### src/rtl/ram_sdp_be.sv
// Simple-dual-port RAM with byte-enable writes, 1- or 2-cycle registered read
// path and a clear engine that zeroes the array after reset and on request.
module ram_sdp_be #(
  parameter int unsigned DATA_WIDTH = 32,
  parameter int unsigned ADDR_WIDTH = 4,
  parameter int unsigned RD_LATENCY = 1,
  parameter bit          RDW_MODE   = 1'b0
) (
  input  logic                    clk,
  input  logic                    rst_n,
  input  logic                    clr,
  output logic                    busy,
  input  logic                    wr_enb,
  input  logic [ADDR_WIDTH-1:0]   wr_addr,
  input  logic [DATA_WIDTH-1:0]   wr_data,
  input  logic [DATA_WIDTH/8-1:0] wr_be,
  input  logic                    rd_enb,
  input  logic [ADDR_WIDTH-1:0]   rd_addr,
  output logic [DATA_WIDTH-1:0]   rd_data,
  output logic                    rd_valid
);

  localparam int unsigned DEPTH     = 2 ** ADDR_WIDTH;
  localparam int unsigned NUM_BYTES = DATA_WIDTH / 8;

  typedef enum logic {
    ST_CLEAR = 1'b0,
    ST_IDLE  = 1'b1
  } state_t;

  state_t                  state;
  logic [ADDR_WIDTH-1:0]   clr_cnt;
  logic [DATA_WIDTH-1:0]   mem [DEPTH];

  logic                    wr_accept_c;
  logic                    rd_accept_c;
  logic [DATA_WIDTH-1:0]   wr_mask_c;
  logic [DATA_WIDTH-1:0]   rd_word_c;

  logic                    rd1_valid;
  logic [DATA_WIDTH-1:0]   rd1_data;

  // Port qualification; clr in the same cycle drops the write but not the read.
  always_comb begin
    wr_accept_c = 1'b0;
    rd_accept_c = 1'b0;
    wr_mask_c   = '0;
    rd_word_c   = mem[rd_addr];
    if (state == ST_IDLE) begin
      wr_accept_c = wr_enb && !clr;
      rd_accept_c = rd_enb;
    end
    for (int unsigned i = 0; i < NUM_BYTES; i++) begin
      wr_mask_c[8*i +: 8] = {8{wr_be[i]}};
    end
    if (RDW_MODE && wr_accept_c && (wr_addr == rd_addr)) begin
      rd_word_c = (rd_word_c & ~wr_mask_c) | (wr_data & wr_mask_c);
    end
  end

  // Clear engine: walks every address once, then hands the ports to the user.
  always_ff @(posedge clk or negedge rst_n) begin
    if (!rst_n) begin
      state   <= ST_CLEAR;
      clr_cnt <= '0;
      busy    <= 1'b1;
    end else begin
      case (state)
        ST_CLEAR: begin
          if (clr_cnt == ADDR_WIDTH'(DEPTH - 1)) begin
            state   <= ST_IDLE;
            busy    <= 1'b0;
            clr_cnt <= '0;
          end else begin
            clr_cnt <= clr_cnt + ADDR_WIDTH'(1);
          end
        end
        ST_IDLE: begin
          if (clr) begin
            state   <= ST_CLEAR;
            busy    <= 1'b1;
            clr_cnt <= '0;
          end
        end
        default: begin
          state   <= ST_CLEAR;
          busy    <= 1'b1;
          clr_cnt <= '0;
        end
      endcase
    end
  end

  // Storage array has no reset; the clear engine provides its initial contents.
  always_ff @(posedge clk) begin
    if (state == ST_CLEAR) begin
      mem[clr_cnt] <= '0;
    end else if (wr_accept_c) begin
      for (int unsigned i = 0; i < NUM_BYTES; i++) begin
        if (wr_be[i]) begin
          mem[wr_addr][8*i +: 8] <= wr_data[8*i +: 8];
        end
      end
    end
  end

  // First read register; data holds between reads.
  always_ff @(posedge clk or negedge rst_n) begin
    if (!rst_n) begin
      rd1_valid <= 1'b0;
      rd1_data  <= '0;
    end else begin
      rd1_valid <= rd_accept_c;
      if (rd_accept_c) begin
        rd1_data <= rd_word_c;
      end
    end
  end

  generate
    if (RD_LATENCY >= 2) begin : g_lat2
      logic                  rd2_valid;
      logic [DATA_WIDTH-1:0] rd2_data;

      // Extra output register for timing-critical consumers.
      always_ff @(posedge clk or negedge rst_n) begin
        if (!rst_n) begin
          rd2_valid <= 1'b0;
          rd2_data  <= '0;
        end else begin
          rd2_valid <= rd1_valid;
          if (rd1_valid) begin
            rd2_data <= rd1_data;
          end
        end
      end

      assign rd_valid = rd2_valid;
      assign rd_data  = rd2_data;
    end else begin : g_lat1
      assign rd_valid = rd1_valid;
      assign rd_data  = rd1_data;
    end
  endgenerate

endmodule

### config.mk
export PLATFORM = sky130hd
export DESIGN_NAME = ram_sdp_be
export DESIGN_NICKNAME = d
export VERILOG_FILES = /design/src/rtl/ram_sdp_be.sv
export SDC_FILE = /design/constraint.sdc
export NUM_CORES = 1
export LEC_CHECK = 0
export ABC_CLOCK_PERIOD_IN_PS = 2730
export BUFFER_PORTS_ARGS = -buffer_cell sky130_fd_sc_hd__buf_2
export CORE_ASPECT_RATIO = 0.5
export CORE_UTILIZATION = 30
export DETAILED_ROUTE_END_ITERATION = 10
export PLACE_DENSITY = 0.46
export SLEW_MARGIN = 20
export SYNTH_ARGS = -nofsm -noshare
export SYNTH_HDL_FRONTEND = slang
export SYNTH_SLANG_ARGS = --single-unit
### constraint.sdc
create_clock -name clk -period 2.73 [get_ports clk]
set_input_delay 0.546 -clock clk [delete_from_list [all_inputs] [get_ports clk]]
set_output_delay 0.546 -clock clk [all_outputs]
set_load 0.1 [all_outputs]
After elaboration in Yosys (flattened, before gate mapping):

Memories as Yosys holds them, arrays and structs flattened. A register that Yosys moved wholly into a read port is not among the register bits.
Index checks and enable logic that the tools add are counted.

* register bits: 7
* bits in writable memories: 512
* logic and storage cells: 46
* memories: 1

* add/subtract/negate cells: 1
* eq/ne operators: 3
* mux-type cells: 31
* bitwise gates (word level): 1
* reduce and logical (&&, ||, !) cells: 5

Memory list
* mem: words 16, bits a word 32, rd ports 1, clocked after memory_dff 1, write ports 1, line 33 `logic [DATA_WIDTH-1:0] mem [DEPTH];`

Operators by type and width (number)
* 32-bit 2-to-1 mux: 1
* 32-bit OR reduction: 1
* 1-bit 2-to-1 mux: 23
* 4-bit 2-to-1 mux: 4
* 4-bit one-hot mux with 2 select lines: 1
* 4-bit by 1-bit adder with 4-bit output (second input constant): 1
* 4-bit equality test (second input constant): 1
* 2-bit inequality test (second input constant): 2
* 1-bit one-hot mux with 2 select lines: 2
* 1-bit zero test: 2
* 2-bit AND reduction: 1
* 1-bit logical AND: 1
* 1-bit inverter: 1

Longest topological paths before layout:

Gate-level depths: netlist of the first run.

* depth in word-level cells: 8
* mapped depth: 7

Worst setup path after synthesis of the first run:

Ideal clock, no wire load.

* kind: input -> register
* start: input port wr_be[0]
* end: memory mem[11][24], enable pin
* data arrival time: 2537 ps
* data required time: 2347 ps
* path slack: -190 ps
* stages: 7
* path buffers: 3
* path through: or4_1 -> and3_1 -> buf_6 -> buf_6 -> mux2i_4 -> buf_6 -> nor3_1

* cells in the longest elaborated chain, start to end: 6
* elaborated cells on any way between the ends: 7
* those cells by class: mux (6); reduce/logical (1)

Ends and longest elaborated chain
* from (decl): line 16 `input logic [DATA_WIDTH/8-1:0] wr_be,`
* 1-bit 2-to-1 mux (*): line 100 `if (wr_be[i]) begin`
* 1-bit 2-to-1 mux (*): line 98 `end else if (wr_accept_c) begin`
* 1-bit 2-to-1 mux (*): line 96 `if (state == ST_CLEAR) begin`
* 1-bit 2-to-1 mux (not written as such) (*): line 101 `mem[wr_addr][8*i +: 8] <= wr_data[8*i +: 8];`
* 32-bit OR reduction (no line) (*)
* 4-bit 2-to-1 mux (no line)
* to (decl): line 33

Every way passes the cells marked *; elsewhere a longest branch is shown, timed or not.

Worst setup path in the final report of the first run:

* start: register state
* end: memory mem[12][26], enable pin

* cells in the longest elaborated chain, start to end: 6
* elaborated cells on any way between the ends: 17
* those cells by class: mux (16); reduce/logical (1)

Ends and longest elaborated chain
* from (decl): line 31 `state_t state;`
* from (signal assigned): line 64 `state <= ST_CLEAR;`
* from (signal assigned): line 71 `state <= ST_IDLE;`
* from (signal assigned): line 80 `state <= ST_CLEAR;`
* 1-bit 2-to-1 mux: line 49 `if (state == ST_IDLE) begin`
* 1-bit 2-to-1 mux: line 98
* 1-bit 2-to-1 mux: line 96
* 1-bit 2-to-1 mux (not written as such): line 101
* 32-bit OR reduction (no line)
* 4-bit 2-to-1 mux (no line)

Several ways; a longest one is shown, not always the timed one.

==> flow_summary.ini, run 1 <==
[setup_path]
slowest_stage = nor3_2
critPathBufInv = 2
cp-start-kind = flip-flop
cp_common_cell = buf_4
cp_cell_sequence = and2b_1, and3_2, buf_4, a31oi_4, buf_4, nor3_2
worstPathArrival_ns = 2.80
path_class = flip-flop to flip-flop
max_stage_delay_ns = 0.52
crit_family = simple AND/OR/NAND/NOR gates
crit_path_start = state$_DFF_PN0_
end_kind = flip-flop
r2r_start = state$_DFF_PN0_
crit_fanout = 17
crit_required_ns = 2.95

[layout]
final_cells = 2546
fillers = 6664
fin_nets = 1600
layout-drive-gt1-share = 0.2236
area_growth_pct = 21.55
final_common_cell = edfxtp_1
antenna_cells = 0
final_cell_mix = 512 x edfxtp_1, 256 x mux2i_1, 109 x nand2_1

[detailed_routing]
postRouteAntennaNets = 0
first_iter_violations = 810
via_per_inst = 4.856
drc = 0
drt-total-wl_mm = 57.35
dr_total_vias = 12364
dr.pass1.iters = 5
post_drt_wl_per_cell_microns = 22.53

[die]
fp.dieW_microns = 384.3
dieArea_sq_um = 74230
fp-row-count = 69
die_height_microns = 193.2
fp.coreArea_sq_um = 71660
initial_core_util = 0.3060
io_pins = 83

[sta]
final.min_clock_period_ns = 2.577
hold_viol_final = 0
whs_ns = 0.3420
finalCritPeriodShare = 0.9439
worst_pin_slew_ns = 0.9202
slew_viol_final = 0
rsz0062_at_grt = false
skew_ns = 0.02238
slew_headroom = 0.3734
timing.final.setup_violations = 0
fmax_mhz = 388.1
tns_ns = 0

[clocking]
post-cts-setup-buffer-count = 0
clockBufferDepth = 3
cts.sinks = 551
cts_tree = built
ctsHoldBuffers = 1
post_cts_resized = 0
worst_setup_hold_path_clk_slew_ns = 0.07
cts_htree_levels = 2
root_buffer = clkbuf_16
clk-insertion-delay-late_ns = 0.59
cts_buffers = 52

[job]
maxCapViolations = 0

[logic_synthesis]
synth_nets = 1405
avgSynthCellArea_sq_um = 16.18
ys.flop_type = edfxtp_1
seq_area_frac_synth = 0.7458
synth_area_sq_um = 21920
ys_async_sr_fraction = 0.07078
ys_warn_count = 0
synth_edf_count = 512
synthCells = 1355
ys_seq_elements = 551
synth_cell_types = 32

[placement]
place_hpwl_mm = 36.45
place_congestion = 0.7759
io_buffer_count = 82
dp_cells = 2453

[pwr]
sw_frac_of_total = 0.3259
leakage_nw = 9.785
peakVddDrop_mv = 0.5180
p_per_area_nw_per_um2 = 916.1
clockPowerShare = 0.292
p_sw_mw = 7.955
p_int_mw = 16.46
combPwrFrac = 0.244
p_seq_frac = 0.465

[hold_path]
hold_path_class = input pin to flip-flop
worstHoldStart = clr

[global_route]
grt_pass1_vias = 12761
grt_pass1_wl_mm = 84.01
overflow = 0
antenna_found_initial = 3
gr-usage-all-layers = 0.1546
grt_max_degree = 68

[outcome]
status = complete, no violations
==> kinds of logic (layout without fill, tap and decap cells) <==
kind of cell / after synthesis / in the layout / share of synthesized area
AOI/OAI and AO/OA: 122 / 122 / 0.03812
muxes: 263 / 263 / 0.1237
DFF: 551 / 551 / 0.7458
and+or+nand+nor: 332 / 332 / 0.07311
buffers and inverters: 86 / 319 / 0.01872
adders and majority gates: 1 / 1 / 0.0005706
==> synth_stat cells, types with 2 or more instances <==
cell      count  share of area
a21boi_1      3         0.0010
a21oi_1      33         0.0075
a22o_1        2        0.00080
a22oi_1      76          0.026
and2_1       35          0.010
buf_1         8         0.0014
buf_2        25         0.0057
buf_6         7         0.0036
clkbuf_1     43         0.0074
dfrtp_1      38          0.043
edfxtp_1    512           0.70
inv_1         2        0.00034
mux2i_1     256           0.12
mux2i_4       6         0.0062
nand2_1     110          0.019
nand3_1      77          0.018
nand4_1      21         0.0060
nor2_1       10         0.0017
nor2b_1      11         0.0031
nor3_1       64          0.015
o21ai_0       5         0.0011
==> registers in the layout, indices dropped and copies added, names as in the netlist <==
register / cells
mem: 512
rd_data: 32
clr_cnt: 4
busy: 1
rd_valid: 1
state: 1
==> path summary, 6_finish.rpt <==
kind / end / slack (ns) / depth (start not counted)
worst min-delay path: busy$_DFFE_PN1P_ / 0.34 / 4
min in group asynchronous: rd_data[20]$_DFFE_PN0P_ / 0.44 / 2
worst max-delay path: mem[12][26]$_DFFE_PP_ / 0.15 / 6
max in group asynchronous: rd_data[0]$_DFFE_PN0P_ / 1.39 / 3
worst max register to register: mem[12][26]$_DFFE_PP_ / 0.15 / 6
worst min register to register: rd_data[15]$_DFFE_PN0P_ / 0.48 / 2
==> cell type report <==
type | count | area (sq um) | share of cell area
inverters | 2 | 7.507 | 0.0002817
multi-input cells | 718 | 5408 | 0.2029
repair buffers | 225 | 2022 | 0.07587
flip-flops and latches | 551 | 16350 | 0.6136
clock buffers | 76 | 1503 | 0.05639
well taps | 958 | 1199 | 0.04498
clock inverters | 16 | 158.9 | 0.005963
==> tightest hold or removal path: cells and delay by family <==
family / cells / cell delay, ns
buffers and inverters: 2 / 0.19
AND/OR/NAND/NOR: 2 / 0.14
==> power groups by stage <==
stage / combinational, mW / clock, mW / sequential [mW]
floorplan: 2.25 / 0 / 13.2
global placement: 5.93 / 0 / 11.5
detailed placement: 6.02 / 0 / 11.5
CTS: 6.02 / 7.28 / 11.4
global route: 6.31 / 7.61 / 11.5
finish: 5.95 / 7.12 / 11.3
==> metrics by stage <==
step | utilization | setup WS, ns | total power [mW] | area (sq um)
final | 0.3719 | 0.1532 | 24.41 | 26650
after global routing | 0.3719 | 0.01369 | 25.40 | 26650
after CTS | 0.3719 | 0.1237 | 24.66 | 26650
after detailed placement | 0.3486 | -0.2997 | 17.55 | 24980
after global placement | 0.3485 | -0.3323 | 17.42 | 24970
after floorplan | - | -0.1902 | 15.41 | 22120
==> layer usage <==
metal | track usage | wire length [microns]
met1 | 0.2077 | 25890
met2 | 0.2675 | 28290
met3 | 0.02031 | 2211
met4 | 0.03449 | 964
met5 | 0 | 0
(Power assumes the default switching activity.)
==> run 2, diff against run 1 <==
Settings changed: MAX_ROUTING_LAYER from default to met4.
==> run 2 against run 1 <==
- register-to-register slack barely moved
- highest routed layer unchanged
- hold slack gained 0.0048 ns
- global-route usage is 0.47 points higher
- sequential share of layout area unchanged
- combinational power is essentially flat
==> flow_summary.ini, run 2 (synthesized netlist as in run 1, its figures left out) <==
[die]
fp-row-count = 69
fp.dieW_microns = 384.3
initial_core_util = 0.3060
io_pins = 83
fp.coreArea_sq_um = 71660
dieArea_sq_um = 74230
die_height_microns = 193.2

[sta]
setup_ws_ns = 0.1534
rsz0062_at_grt = false
fmax_mhz = 388.1
slew_headroom = 0.3867
hold_viol_final = 0
skew_ns = 0.01738
final.min_clock_period_ns = 2.577
timing.final.setup_violations = 0
finalCritPeriodShare = 0.9438
worst_pin_slew_ns = 0.9006
slew_viol_final = 0

[setup_path]
crit_fanout = 17
path_class = flip-flop to flip-flop
cp-start-kind = flip-flop
r2r_start = state$_DFF_PN0_
slowest_stage = nor3_2
reg2reg_slack_ns = 0.15
crit_required_ns = 2.95
crit_path_start = state$_DFF_PN0_
end_kind = flip-flop
r2r_end = mem[12][26]$_DFFE_PP_
worstPathArrival_ns = 2.80
max_stage_delay_ns = 0.52
worstRegToRegCells = 6
cp_cell_sequence = and2b_1, and3_2, buf_4, a31oi_4, buf_4, nor3_2
cp_common_cell = buf_4

[global_route]
gr-usage-met3 = 0.02031
grt_pass1_vias = 12765
grt_pass1_wl_mm = 83.95
gr-usage-all-layers = 0.1594
met2_usage = 0.2678
antenna_found_initial = 3
grt_max_degree = 68
overflow = 0
use_met1 = 0.2072
grt_busiest_layer = met2

[hold_path]
holdPathStages = 4
worstHoldStart = clr
hold_end = busy$_DFFE_PN1P_
hold_path_class = input pin to flip-flop

[outcome]
status = complete, no violations

[clocking]
cts_htree_levels = 2
clk-insertion-delay-late_ns = 0.59
cts.sinks = 551
clockBufferDepth = 3
root_buffer = clkbuf_16
worst_setup_hold_path_clk_slew_ns = 0.07
post_cts_resized = 0
cts_buffers = 52
cts_tree = built

[layout]
fin_nets = 1600
finalInstanceArea_sq_um = 26650
largest-register = mem
antenna_cells = 0
largest_reg_flops = 512
area_growth_pct = 21.55
fin_util = 0.3719
final_cell_mix = 512 x edfxtp_1, 256 x mux2i_1, 109 x nand2_1
final_common_cell = edfxtp_1
layout-drive-gt1-share = 0.2236

[pwr]
p_per_area_nw_per_um2 = 915.5
combPwrFrac = 0.243
p_total_mw = 24.40
leakage_nw = 9.785
p_int_mw = 16.46
p_sw_mw = 7.941
sw_frac_of_total = 0.3255
clockPowerShare = 0.291
peakVddDrop_mv = 0.5183
p_seq_frac = 0.465

[detailed_routing]
post_drt_wl_per_cell_microns = 22.51
first_iter_violations = 834
drc = 0
postRouteAntennaNets = 0
via_per_inst = 4.845
drt-total-wl_mm = 57.30
dr.pass1.iters = 5
dr_total_vias = 12336

[job]
maxCapViolations = 0

[placement]
pre_cts_slack_ns = -0.2997
io_buffer_count = 82
place_hpwl_mm = 36.45
placed_area_sq_um = 24980
place_congestion = 0.7865
run 2: cell counts in the layout (fill, tap and decap cells not counted):
No cell type changed its count.
run 2: power groups by stage:
| stage | registers [mW] | clock network (mW) | logic, mW |
|---|---|---|---|
| 3_3_place_gp | 11.5 | 0 | 5.93 |
| 6_report | 11.3 | 7.11 | 5.94 |
| 3_5_place_dp | 11.5 | 0 | 6.02 |
| 4_1_cts | 11.4 | 7.28 | 6.02 |
| 2_1_floorplan | 13.2 | 0 | 2.25 |
| 5_1_grt | 11.5 | 7.61 | 6.31 |
run 2: final cells by class:
type	count	area [sq um]
fillers	6664	45010
well taps	958	1199
inverters	2	7.507
clock inverters	16	158.9
multi-input cells	718	5408
flip-flops and latches	551	16350
clock buffers	76	1503
repair buffers	225	2022
run 2: stage by stage:
| stage | hold WS, ns | setup TNS (ns) | std cells |
|---|---|---|---|
| floorplan | 0.2504 | -26.64 | 1355 |
| global placement | 0.4699 | -100.22 | 2453 |
| detailed placement | 0.4775 | -101.20 | 2453 |
| CTS | 0.3075 | 0 | 2546 |
| global route | 0.3528 | 0 | 2546 |
| finish | 0.3469 | 0 | 2546 |
run 2: what timing repair did:
item | in CTS | in global routing
setup buffers | 0 | 0
hold buffers | 1 | 0
hold endpoints to repair | 13 | 0
run 2: metal layers:
metal,part of all wire,routed length [microns]
met5,0,0
met3,0.042,2398
met1,0.45,25550
met4,0.017,963
met2,0.50,28380
run 2: worst max-delay path: cells and delay by family, from the launching register on:
| kind | cells | cell delay (ns) |
|---|---|---|
| simple gates | 3 | 1.14 |
| buf+inv | 2 | 0.55 |
| flops | 1 | 0.35 |
| compound gates | 1 | 0.17 |
run 2: worst max-delay path by stage:
| stage | cells after the start | end | slack, ns |
|---|---|---|---|
| finish | 6 | mem[12][26]$_DFFE_PP_ | 0.15 |
| global route | 6 | mem[12][30]$_DFFE_PP_ | 0.01 |
| CTS | 6 | mem[12][26]$_DFFE_PP_ | 0.12 |
| detailed placement | 8 | mem[4][29]$_DFFE_PP_ | -0.30 |
| global placement | 8 | mem[15][5]$_DFFE_PP_ | -0.33 |
| floorplan | 7 | mem[11][24]$_DFFE_PP_ | -0.19 |
==> run 3, diff against run 2 <==
Settings changed: PLACE_DENSITY 0.46 to default, SLEW_MARGIN 20 to 10.
==> run 3 against run 2 <==
- clock power grew 0.7%
- first-iteration DRC count grew 21%
- final area grew 0.84%
- utilization grew 0.31 points
- register-to-register slack gained 0.13 ns
- critical path depth grew 1
- sequential cell count is the same
- sequential power is essentially flat
- maximum frequency grew 3.8%
- global-route usage shrank 1.5 points
- via count shrank 0.60%
- die area is the same
- critical endpoint is now mem[8][25]$_DFFE_PP_
- largest cell class unchanged
==> flow_summary.ini, run 3 (synthesized netlist as in run 1, its figures left out) <==
[pwr]
sw_frac_of_total = 0.3196
p_sw_mw = 7.829
p_per_area_nw_per_um2 = 911.4
clockPowerShare = 0.292
combPwrFrac = 0.244
p_int_mw = 16.66
peakVddDrop_mv = 0.5340
p_seq_frac = 0.463
p_total_mw = 24.49
leakage_nw = 9.906

[sta]
fmax_mhz = 402.8
whs_ns = 0.3716
finalCritPeriodShare = 0.9093
slew_headroom = 0.3083
skew_ns = 0.01924
final.min_clock_period_ns = 2.482
timing.final.setup_violations = 0
worst_pin_slew_ns = 1.032
rsz0062_at_grt = false
hold_viol_final = 0
slew_viol_final = 0

[clocking]
cts_htree_levels = 2
worst_setup_hold_path_clk_slew_ns = 0.06
cts_tree = built
root_buffer = clkbuf_16
clk-insertion-delay-late_ns = 0.60
cts_buffers = 54
clockBufferDepth = 3
cts.sinks = 551

[placement]
place_congestion = 0.7907
place_hpwl_mm = 33.17
io_buffer_count = 82

[global_route]
grt_max_degree = 65
overflow = 0
grt_pass1_wl_mm = 77.06
met2_usage = 0.2326
antenna_found_initial = 1
gr-usage-all-layers = 0.1446
grt_pass1_vias = 12135
gr-usage-met3 = 0.01734
use_met1 = 0.1907
grt_busiest_layer = met2

[die]
initial_core_util = 0.3060
fp.coreArea_sq_um = 71660
dieArea_sq_um = 74230
die_height_microns = 193.2
fp-row-count = 69
io_pins = 83
fp.dieW_microns = 384.3

[setup_path]
crit_required_ns = 3.08
end_kind = flip-flop
cp-start-kind = input pin
worstPathArrival_ns = 2.84
path_class = input pin to flip-flop
crit_fanout = 16

[hold_path]
hold_path_class = input pin to flip-flop

[layout]
fin_nets = 1619
layout-drive-gt1-share = 0.2287
largest_reg_flops = 512
largest-register = mem
final_common_cell = edfxtp_1
fillers = 6659
multi_input_area_sq_um = 5411
area_growth_pct = 22.57
regArea_sq_um = 16350
final_cell_mix = 512 x edfxtp_1, 256 x mux2i_1, 112 x buf_4

[outcome]
status = complete, no violations

[detailed_routing]
via_per_inst = 4.775
dr.pass1.iters = 4
drt-total-wl_mm = 52.33
postRouteAntennaNets = 0
first_iter_violations = 1011
drc = 0
post_drt_wl_per_cell_microns = 20.38
dr_total_vias = 12262

[job]
maxCapViolations = 0
run 3: cell types whose count changed in the layout (fill, tap and decap cells not counted), moves of 2 or more:
cell	change
clkbuf_8	-5
buf_12	+5
clkinv_1	+6
clkinv_2	-2
clkbuf_1	+3
clkbuf_16	+2
buf_4	+12
run 3: worst paths after layout:
kind | cells past startpoint | startpoint | slack [ns] | end
max reg2reg | 6 | state$_DFF_PN0_ | 0.28 | mem[14][12]$_DFFE_PP_
max | 7 | wr_be[0] | 0.25 | mem[8][25]$_DFFE_PP_
min | 4 | clr | 0.37 | busy$_DFFE_PN1P_
max in group asynchronous | 3 | rst_n | 1.53 | busy$_DFFE_PN1P_
min in group asynchronous | 2 | rst_n | 0.51 | rd_data[25]$_DFFE_PN0P_
min reg2reg | 2 | rd_data[5]$_DFFE_PN0P_ | 0.47 | rd_data[5]$_DFFE_PN0P_
run 3: timing repair:
action / in CTS / in global routing
setup buffers: 0 / 0
hold buffers: 1 / 0
hold endpoints to repair: 11 / 0
setup endpoints to repair: 0 / 8
resized for setup: 0 / 1
run 3: critical path, cell delays in order:
cell	delay, ns
buf_2	0.10
or4_1	0.61
and3_2	0.34
buf_4	0.19
mux2i_4	0.67
nor3_1	0.13
buf_4	0.22
run 3: final cells by class:
| cell class | instances | share of cell area |
|---|---|---|
| flip-flops and latches | 551 | 0.6085 |
| inverters | 2 | 0.0002794 |
| clock buffers | 76 | 0.05564 |
| repair buffers | 242 | 0.08232 |
| well taps | 958 | 0.04460 |
| multi-input cells | 718 | 0.2014 |
| clock inverters | 20 | 0.007217 |
| diodes | 1 | 0.00009312 |
run 3: metal layers:
| metal | routed length, microns | vias to the layer above |
|---|---|---|
| met1 | 23630 | 6262 |
| li1 | - | 5655 |
| met5 | 0 | - |
| met2 | 25250 | 273 |
| met4 | 1202 | 0 |
| met3 | 2242 | 72 |
run 3: power by group through the flow:
| stage | registers (mW) | clock network [mW] | logic (mW) |
|---|---|---|---|
| finish | 11.3 | 7.16 | 5.99 |
| global route | 11.5 | 7.61 | 6.36 |
| CTS | 11.4 | 7.28 | 6.02 |
| detailed placement | 11.5 | 0 | 6.01 |
| global placement | 11.5 | 0 | 5.94 |
| floorplan | 13.2 | 0 | 2.25 |
run 3: metrics by stage:
stage | cell area (sq um) | utilization | TNS, ns | worst slack [ns] | std cells
2_1_floorplan | 22120 | - | -26.64 | -0.1902 | 1355
3_3_place_gp | 25170 | 0.3512 | -128.31 | -0.3837 | 2470
3_5_place_dp | 25170 | 0.3512 | -131.29 | -0.4192 | 2470
4_1_cts | 26860 | 0.3749 | 0 | 0.01570 | 2567
5_1_grt | 26870 | 0.3750 | 0 | 0.1105 | 2568
6_report | 26870 | 0.3750 | 0 | 0.2476 | 2568
